==> src/rtl/arb_data_mux_pkg.sv <==
// Shared defines and types for the arbitrated data mux.
//   `N          default number of requesting sources (overridable on the
//               command line)
//   `ARB_IW(n)  source-index width derived from a source count
// Package contents: default payload width and the FIFO occupancy encoding.

`ifndef N
`define N 8
`endif

`ifndef ARB_IW
`define ARB_IW(n) ($clog2(n))
`endif

package arb_data_mux_pkg;

  localparam int unsigned ARB_N_DFLT  = `N;
  localparam int unsigned ARB_DW_DFLT = 32;

  // Occupancy of the 2-entry output buffer.
  typedef enum logic [1:0] {
    CNT_EMPTY = 2'd0,
    CNT_ONE   = 2'd1,
    CNT_FULL  = 2'd2
  } fifo_cnt_e;

endpackage

==> src/rtl/arb_out_fifo2.sv <==
// Two-entry FIFO holding arbitrated {id, data[, parity]} entries.
// Ports:
//   clk, rstn   clock, asynchronous active-low reset
//   push, din   write strobe and entry (ignored when full)
//   pop         read strobe (ignored when empty)
//   dout        head entry (zero after reset)
//   full, empty registered occupancy flags

module arb_out_fifo2
  import arb_data_mux_pkg::*;
#(
  parameter int W = 8
) (
  input  logic         clk,
  input  logic         rstn,
  input  logic         push,
  input  logic [W-1:0] din,
  input  logic         pop,
  output logic [W-1:0] dout,
  output logic         full,
  output logic         empty
);

  logic [1:0][W-1:0] mem;
  logic              wr_ptr;
  logic              rd_ptr;
  fifo_cnt_e         cnt;
  logic              do_push;
  logic              do_pop;

  assign do_push = push & (cnt != CNT_FULL);
  assign do_pop  = pop  & (cnt != CNT_EMPTY);

  // 1-bit pointers wrap modulo 2 by construction.
  always_ff @(posedge clk or negedge rstn) begin
    if (!rstn) begin
      mem    <= '0;
      wr_ptr <= 1'b0;
      rd_ptr <= 1'b0;
      cnt    <= CNT_EMPTY;
    end else begin
      if (do_push) begin
        mem[wr_ptr] <= din;
        wr_ptr      <= ~wr_ptr;
      end
      if (do_pop) rd_ptr <= ~rd_ptr;
      case ({do_push, do_pop})
        2'b10:   cnt <= (cnt == CNT_EMPTY) ? CNT_ONE : CNT_FULL;
        2'b01:   cnt <= (cnt == CNT_FULL)  ? CNT_ONE : CNT_EMPTY;
        default: cnt <= cnt;
      endcase
    end
  end

  assign dout  = mem[rd_ptr];
  assign full  = (cnt == CNT_FULL);
  assign empty = (cnt == CNT_EMPTY);

endmodule

==> src/rtl/arb_data_mux.sv <==
// Arbitrated data mux: presents per-source requests to an external
// round-robin arbiter, captures the granted payload with its source index
// into a 2-entry buffer and streams it out with valid/ready.
// Ports:
//   clk, rstn            clock, asynchronous active-low reset
//   src_valid/src_data   per-source payloads (source i at [i*DW +: DW])
//   src_ready            per-source pop strobe (at most one bit set)
//   arb_req / arb_grant  request to / combinational grant from the arbiter
//   out_valid/data/id    head entry, held stable while stalled
//   out_ready            downstream accept
//   err_grant            sticky grant-protocol error
//   out_par              even parity of {out_id, out_data}; present only
//                        when ARB_DATA_MUX_PARITY_EN is defined

module arb_data_mux
  import arb_data_mux_pkg::*;
#(
  parameter int N  = ARB_N_DFLT,
  parameter int DW = ARB_DW_DFLT,
  parameter int IW = `ARB_IW(N)
) (
  input  logic                clk,
  input  logic                rstn,
  input  logic [N-1:0]        src_valid,
  input  logic [N-1:0][DW-1:0] src_data,
  output logic [N-1:0]        src_ready,
  output logic [N-1:0]        arb_req,
  input  logic [N-1:0]        arb_grant,
  output logic                out_valid,
  output logic [DW-1:0]       out_data,
  output logic [IW-1:0]       out_id,
  input  logic                out_ready,
`ifdef ARB_DATA_MUX_PARITY_EN
  output logic                out_par,
`endif
  output logic                err_grant
);

`ifdef ARB_DATA_MUX_PARITY_EN
  localparam int EW = IW + DW + 1;
`else
  localparam int EW = IW + DW;
`endif

  logic          full;
  logic          empty;
  logic          gnt_multi;
  logic          gnt_orphan;
  logic          gnt_err;
  logic          push;
  logic          pop;
  logic [IW-1:0] push_id;
  logic [DW-1:0] push_data;
  logic [EW-1:0] din;
  logic [EW-1:0] dout;

  // x & (x-1) is nonzero iff more than one bit is set.
  assign gnt_multi  = |(arb_grant & (arb_grant - {{(N-1){1'b0}}, 1'b1}));
  assign gnt_orphan = !full && |(arb_grant & ~src_valid);
  assign gnt_err    = gnt_multi | gnt_orphan;

  // Gating uses the registered full flag only, so out_ready never reaches
  // arb_req/src_ready combinationally; a pop while full frees the slot for
  // the following cycle.
  assign arb_req   = (rstn && !full) ? src_valid : '0;
  assign src_ready = (rstn && !full && !gnt_err) ? (arb_grant & src_valid) : '0;
  assign push      = |src_ready;
  assign pop       = out_valid & out_ready;

  // One-hot to index and payload select from the (single) accepted source.
  always_comb begin
    push_id   = '0;
    push_data = '0;
    for (int i = 0; i < N; i++) begin
      if (src_ready[i]) begin
        push_id   = IW'(i);
        push_data = src_data[i];
      end
    end
  end

`ifdef ARB_DATA_MUX_PARITY_EN
  assign din = {^{push_id, push_data}, push_id, push_data};
  assign {out_par, out_id, out_data} = dout;
`else
  assign din = {push_id, push_data};
  assign {out_id, out_data} = dout;
`endif

  arb_out_fifo2 #(.W(EW)) u_fifo (
    .clk   (clk),
    .rstn  (rstn),
    .push  (push),
    .din   (din),
    .pop   (pop),
    .dout  (dout),
    .full  (full),
    .empty (empty)
  );

  assign out_valid = !empty;

  always_ff @(posedge clk or negedge rstn) begin
    if (!rstn)        err_grant <= 1'b0;
    else if (gnt_err) err_grant <= 1'b1;
  end

endmodule

==> config.mk <==
export PLATFORM = sky130hd
export DESIGN_NAME = arb_data_mux
export DESIGN_NICKNAME = d
export VERILOG_FILES = /design/src/rtl/arb_data_mux_pkg.sv /design/src/rtl/arb_out_fifo2.sv /design/src/rtl/arb_data_mux.sv
export SDC_FILE = /design/constraint.sdc
export NUM_CORES = 1
export LEC_CHECK = 0
export CAP_MARGIN = 5
export CORE_AREA = 2 2 128 130
export CTS_CLUSTER_DIAMETER = 50
export DETAILED_ROUTE_END_ITERATION = 16
export DIE_AREA = 0 0 130 132
export PLACE_DENSITY = 0.87
export SLEW_MARGIN = 20
export SYNTH_ARGS = -nofsm -noshare
export SYNTH_HDL_FRONTEND = slang
export SYNTH_HIERARCHICAL = 1
export SYNTH_SLANG_ARGS = --single-unit
==> constraint.sdc <==
create_clock -name clk -period 2.9 [get_ports clk]
set_clock_uncertainty 0.1 [all_clocks]
set_input_delay 0.58 -clock clk [delete_from_list [all_inputs] [get_ports clk]]
set_output_delay 0.58 -clock clk [all_outputs]
set_load 0.02 [all_outputs]
# Yosys cells after proc, flatten, opt, wreduce, memory -nomap -nowiden
# Index checks and enable logic that the tools add are counted.
# op_classes
bitwise,10
reduce_logical,13
muxes,25
n_eq_ne,4
order_cmp,3
addsub,1
# op_table
cell,count
2-to-1 mux 32 bit,8
2-to-1 mux 35 bit,3
bitwise mux 70 bit,1
demux 35 bit (select 1 bit),1
AND 8 bit,3
OR reduction 8 bit,3
2-to-1 mux 3 bit,6
2-to-1 mux 8 bit,2
inverter 8 bit,1
"subtractor 8 x 1 -> 8 bit, second input constant",1
"== test 2 bit, second input constant",2
logical AND 1 bit,4
"< comparator 1 x 2 -> 1 bit, second input constant",2
case mux 2 bit (2 select lines),1
nonzero test 2 bit,2
AND 1 bit,3
logical NOT 1 bit,3
"== test 2 x 1 -> 1 bit, second input constant",1
logical NOT 2 bit,1
2-to-1 mux 1 bit,2
2-to-1 mux 2 bit,1
"inequality test 2 bit, second input constant",1
inverter 1 bit,2
">= comparator 1 bit, second input constant",1
OR 1 bit,1
# word_totals
wordCells,62
inputBits,275
ff_bits,75
out_inout_bits,53

# Longest topological paths before layout
# depth
depth_word,17
depth_mapped,13
ltp_nobuf,11

# Cells and area by module
# The synthesis kept the hierarchy.
# by_module_without_submodules
mod,cells_each,seq_area_each_um2,instances,area_per_inst_um2
arb_out_fifo2,207,1851.8,1,3230.6
arb_data_mux,378,25.0,1,2456.1

# Worst setup path after synthesis
# No wires, ideal clock.
# synth_timing
path_type,input -> register
start,input port arb_grant[0]
end,register u_fifo/mem[0] (netlist name)
t_arrival_ns,2.605
path_slack_ns,0.070
n_path_buf,2
required_time_ns,2.675
cell_stages,9
setup_time_ns,0.125
cell_sequence,nor2b_1 a2111oi_2 and2_1 buf_6 o21ai_1 o22ai_1 nor3b_4 buf_6 mux2_2
# synth_between
word_cells_on_any_way,22
cone_classes,add/sub: 1; mux: 10; bitwise: 5; reduce/logical: 6
# synth_lines
element,line,rtl
start: declaration,arb_data_mux.sv:28,"input logic [N-1:0] arb_grant,"
subtractor 8 x 1 -> 8 bit or AND 8 bit (tied branches),"arb_data_mux.sv:58, arb_data_mux.sv:59",
AND 8 bit or OR reduction 8 bit (tied branches),"arb_data_mux.sv:58, arb_data_mux.sv:59",
OR reduction 8 bit or logical AND 1 bit (tied branches),"arb_data_mux.sv:58, arb_data_mux.sv:59",
OR 1 bit,arb_data_mux.sv:60,assign gnt_err = gnt_multi | gnt_orphan;
logical NOT 1 bit,arb_data_mux.sv:66,assign src_ready = (rstn && !full && !gnt_err) ? (arb_grant & src_valid) : '0;
logical AND 1 bit,arb_data_mux.sv:66,
2-to-1 mux 8 bit (*),arb_data_mux.sv:66,
OR reduction 8 bit (*),arb_data_mux.sv:67,assign push = |src_ready;
named net push,arb_data_mux.sv:50,logic push;
AND 1 bit (*),arb_out_fifo2.sv:31,assign do_push = push & (cnt != CNT_FULL);
end signal: indexed assignment,arb_out_fifo2.sv:43,mem[wr_ptr] <= din;
end: declaration,arb_out_fifo2.sv:24,logic [1:0][W-1:0] mem;
# The timed path passes the listed nets; every way through them passes the cells marked *.
# A chain may end at the register's enable or synchronous reset.

# Worst setup path after layout
# layout_timing
start,input port arb_grant[0]
end,register u_fifo/mem[20] (netlist name)
# The elaborated chain is that of the path after synthesis.

==> impl_metrics.prom <==
# TYPE chip_impl_metric gauge
chip_impl_info{name="outcome",value="completed"} 1
chip_impl_metric{name="core.rowCount",unit=""} 46
chip_impl_metric{name="report.final.slew_viol_count",unit=""} 0
chip_impl_info{name="cts.root.buffer_cell",value="sky130_fd_sc_hd__clkbuf_16"} 1
chip_impl_metric{name="power",unit="mW"} 3.86
chip_impl_metric{name="maxSlewHeadroom",unit="%"} 65.6
chip_impl_metric{name="final.min_clock_period",unit="ns"} 2.87
chip_impl_metric{name="synth_fp_nets",unit=""} 861
chip_impl_metric{name="cts_inserted_buffers",unit=""} 9
chip_impl_metric{name="reg2reg_slack",unit="ns"} 0.13
chip_impl_metric{name="maxClockFrequency",unit="MHz"} 349
chip_impl_metric{name="tritoncts_num_sinks",unit=""} 75
chip_impl_metric{name="post_synthesis_instance_total",unit=""} 585
chip_impl_metric{name="design.die.area",unit="um2"} 17200
chip_impl_metric{name="share_of_cells_above_drive_strength_1",unit="%"} 27.3
chip_impl_info{name="most_repeated_cell_in_the_gate_level_netlist_after_synthesis",value="sky130_fd_sc_hd__mux2_2"} 1
chip_impl_metric{name="share_of_the_yosys_chip_area_belonging_to_registers",unit="%"} 33.0
chip_impl_metric{name="io_buffer_count",unit=""} 327
chip_impl_metric{name="wl",unit="um"} 28000
chip_impl_info{name="synth_area_leader_cell",value="sky130_fd_sc_hd__dfrtp_1"} 1
chip_impl_metric{name="htree_levels",unit=""} 3
chip_impl_metric{name="gr-usage-all-layers",unit="%"} 31.1
chip_impl_metric{name="data_arrival_time_of_the_worst_path",unit="ns"} 2.98
chip_impl_metric{name="cts_hold_buffers_added",unit=""} 0
chip_impl_metric{name="fp.dieW",unit="um"} 130
chip_impl_metric{name="synth.top_cell.area_share",unit="%"} 33.0
chip_impl_metric{name="number_of_different_library_cells_in_the_post_synthesis_netlist",unit=""} 53
chip_impl_metric{name="die_y",unit="um"} 132
chip_impl_metric{name="route.vias.total",unit=""} 6925
chip_impl_metric{name="dpl-instance-area",unit="um2"} 9620
chip_impl_metric{name="gp_congestion",unit=""} 0.924
chip_impl_info{name="crit_path_capture_type",value="flip-flop"} 1
chip_impl_info{name="netlist_top_cells_area",value="sky130_fd_sc_hd__dfrtp_1 (33%), sky130_fd_sc_hd__mux2_2 (20%), sky130_fd_sc_hd__a222oi_1 (7.4%)"} 1
chip_impl_metric{name="per_instance_average_area_after_synthesis",unit="um2"} 9.72
chip_impl_info{name="unrepaired_setup_endpoints_after_global_routing",value="yes"} 1
chip_impl_metric{name="clkSlewWorstSetupHoldPaths",unit="ns"} 0.06
chip_impl_metric{name="routed_via_density",unit=""} 5.88
chip_impl_metric{name="antenna_found_initial",unit=""} 2
chip_impl_metric{name="final_cycle_share",unit="%"} 98.9
chip_impl_metric{name="post_synth_edffs",unit=""} 0
chip_impl_metric{name="cell_count_after_placement",unit=""} 1149
chip_impl_metric{name="fp.coreArea",unit="um2"} 15700
chip_impl_metric{name="netlist_area",unit="um2"} 5690
chip_impl_info{name="worst_hold_path_type",value="primary input to asynchronous set/reset pin"} 1
chip_impl_metric{name="synth_warnings",unit=""} 6
chip_impl_metric{name="postLayoutCellArea",unit="um2"} 10100
chip_impl_metric{name="grt_remaining_overflow",unit=""} 0
chip_impl_info{name="startpoint_type",value="primary input"} 1
chip_impl_info{name="ys_top_cells_by_count",value="sky130_fd_sc_hd__mux2_2 (103), sky130_fd_sc_hd__dfrtp_1 (75), sky130_fd_sc_hd__nand2_1 (58), sky130_fd_sc_hd__a21oi_1 (44), sky130_fd_sc_hd__a222oi_1 (42)"} 1
chip_impl_metric{name="drt_first_pass_iters",unit=""} 6
chip_impl_info{name="synth_ff_type",value="sky130_fd_sc_hd__dfrtp_1"} 1
chip_impl_metric{name="power.static_leakage",unit="nW"} 4.25
chip_impl_metric{name="pwr_density_cell",unit="nW/um2"} 383
chip_impl_metric{name="yosys_register_bits",unit=""} 75
chip_impl_metric{name="drc_errors",unit=""} 0
chip_impl_info{name="cts_tree",value="yes"} 1
chip_impl_info{name="criticalPathCategory",value="primary input to flip-flop"} 1
chip_impl_metric{name="global_route_wire_length_before_repair",unit="um"} 40500
chip_impl_metric{name="synthToLayoutAreaGrowth",unit="%"} 77.4
chip_impl_metric{name="final-hold-violation-count",unit=""} 0
chip_impl_metric{name="clock_latency",unit="ns"} 0.33
chip_impl_metric{name="drt_iter0_drc",unit=""} 941
chip_impl_metric{name="layoutNonFillerInstCount",unit=""} 1178
chip_impl_metric{name="detailed_place_hpwl",unit="um"} 21500
chip_impl_metric{name="postRouteAntennaNets",unit=""} 0
chip_impl_metric{name="critical_path.max_fanout",unit=""} 7
chip_impl_metric{name="finalSetupViolCount",unit=""} 0
chip_impl_metric{name="peakVddDrop",unit="mV"} 0.451
chip_impl_metric{name="ctsLongestPathBuffers",unit=""} 2
chip_impl_metric{name="ios",unit=""} 328
chip_impl_metric{name="initial_core_util",unit="%"} 36.2
chip_impl_metric{name="grt_max_degree",unit=""} 42
chip_impl_metric{name="postSynth.asyncResetShare",unit="%"} 100
chip_impl_metric{name="post_drt_wl_per_cell",unit="um"} 23.7
chip_impl_metric{name="cap_violations",unit=""} 0
chip_impl_metric{name="cp_data_required_time",unit="ns"} 3.01
chip_impl_metric{name="tightest_slew",unit="ns"} 0.514
chip_impl_metric{name="vias_in_the_first_global_route",unit=""} 6893
chip_impl_metric{name="num-nets-final",unit=""} 1233
state kept, by name (all words and copies together) (netlist names):
signal         cells
u_fifo/wr_ptr      1
u_fifo/rd_ptr      1
err_grant          1
u_fifo/cnt         2
u_fifo/mem        70
layout make-up:
type	instances	area [um2]
clock buffer	11	233
antenna	1	2.50
inverter	5	21.3
fill	1259	5630
clock inverter	4	20.0
tap	216	270
multi-input combinational	449	3580
sequential	75	1880
timing repair buffer	417	4080
kinds of logic after synthesis:
logic type	count (synthesis)	share of synthesized area, %
multiplexers	105	20.8
AND/OR/NAND/NOR	132	11.9
buffers and inverters	61	5.90
XOR/XNOR	3	0.462
AO/OA/AOI/OAI	208	27.7
flip-flops	75	33.0
adder cells (fa/ha/maj)	1	0.220
final timing paths:
check	start	end	cells after the start
min in group clk	u_fifo/mem[3]	u_fifo/mem[3]	1
max in group asynchronous	rstn	u_fifo/mem[53]	3
max	arb_grant[0]	u_fifo/mem[20]	11
min reg2reg	u_fifo/mem[3]	u_fifo/mem[3]	1
max reg2reg	u_fifo/cnt[0]	u_fifo/mem[5]	9
min	rstn	u_fifo/mem[28]	2
per-stage QoR:
stage	hold WS (ns)	TNS [ns]	utilization [%]	setup WS (ns)
global route	0.416	-0.168	64.2	-0.0301
global placement	0.369	-41.54	61.3	-0.629
CTS	0.392	0	64.1	0.00171
finish	0.371	0	64.2	0.0314
detailed placement	0.375	-46.90	61.3	-0.687
floorplan	0.184	0	-	0.0703
repair_timing:
action / in CTS / in global routing
endpoints found under the setup margin: 86 / 82
pin swaps: 8 / 4
setup buffers: 10 / 2
gates cloned: 2 / 0
gates resized for setup: 69 / 17
layer usage:
metal / part of all wire (%) / global-route usage (%) / vias to the layer above
met5: 0.036 / 0 / -
met1: 41 / 41.2 / 3366
li1: - / - / 3054
met2: 45 / 48.7 / 430
met3: 10 / 8.48 / 73
met4: 3.5 / 10.7 / 2
layout by cell type (no fill, tap or decap), types with 3 or more instances in the layout:
master and n:
sky130_fd_sc_hd__clkdlybuf4s50_1 302, sky130_fd_sc_hd__mux2_2 101, sky130_fd_sc_hd__dfrtp_1 74, sky130_fd_sc_hd__buf_4 70
sky130_fd_sc_hd__nand2_1 57, sky130_fd_sc_hd__a21oi_1 44, sky130_fd_sc_hd__a222oi_1 42, sky130_fd_sc_hd__nor2_1 20
sky130_fd_sc_hd__a22oi_1 20, sky130_fd_sc_hd__o21ai_0 19, sky130_fd_sc_hd__a21oi_2 19, sky130_fd_sc_hd__o2111ai_1 18
sky130_fd_sc_hd__dlygate4sd2_1 12, sky130_fd_sc_hd__buf_6 10, sky130_fd_sc_hd__clkbuf_16 9, sky130_fd_sc_hd__buf_12 9
sky130_fd_sc_hd__and2_1 8, sky130_fd_sc_hd__buf_2 8, sky130_fd_sc_hd__o22ai_1 7, sky130_fd_sc_hd__o21ai_1 6
sky130_fd_sc_hd__and4b_1 6, sky130_fd_sc_hd__nand3_1 6, sky130_fd_sc_hd__o2bb2ai_1 6, sky130_fd_sc_hd__a32o_1 6
sky130_fd_sc_hd__nor2b_1 5, sky130_fd_sc_hd__o211ai_1 5, sky130_fd_sc_hd__nand4b_1 4, sky130_fd_sc_hd__clkinv_2 4
sky130_fd_sc_hd__nor2b_2 3, sky130_fd_sc_hd__nor3_1 3, sky130_fd_sc_hd__nor3_2 3, sky130_fd_sc_hd__nor2_2 3
sky130_fd_sc_hd__dlymetal6s2s_1 3
report_power, final:
part	internal, mW	switching (mW)
registers	1.07	0.0531
logic	0.883	0.881
clock network	0.568	0.401
critical path: stages:
cell and delay (ns):
sky130_fd_sc_hd__dlygate4sd2_1 0.25, sky130_fd_sc_hd__nor2b_2 0.17, sky130_fd_sc_hd__a2111oi_4 0.34, sky130_fd_sc_hd__and2_4 0.26, sky130_fd_sc_hd__buf_6 0.13, sky130_fd_sc_hd__o21ai_2 0.06
sky130_fd_sc_hd__o22ai_2 0.21, sky130_fd_sc_hd__nor3b_4 0.27, sky130_fd_sc_hd__buf_6 0.16, sky130_fd_sc_hd__buf_4 0.19, sky130_fd_sc_hd__mux2_2 0.35
Power figures use the tool's default switching activity.
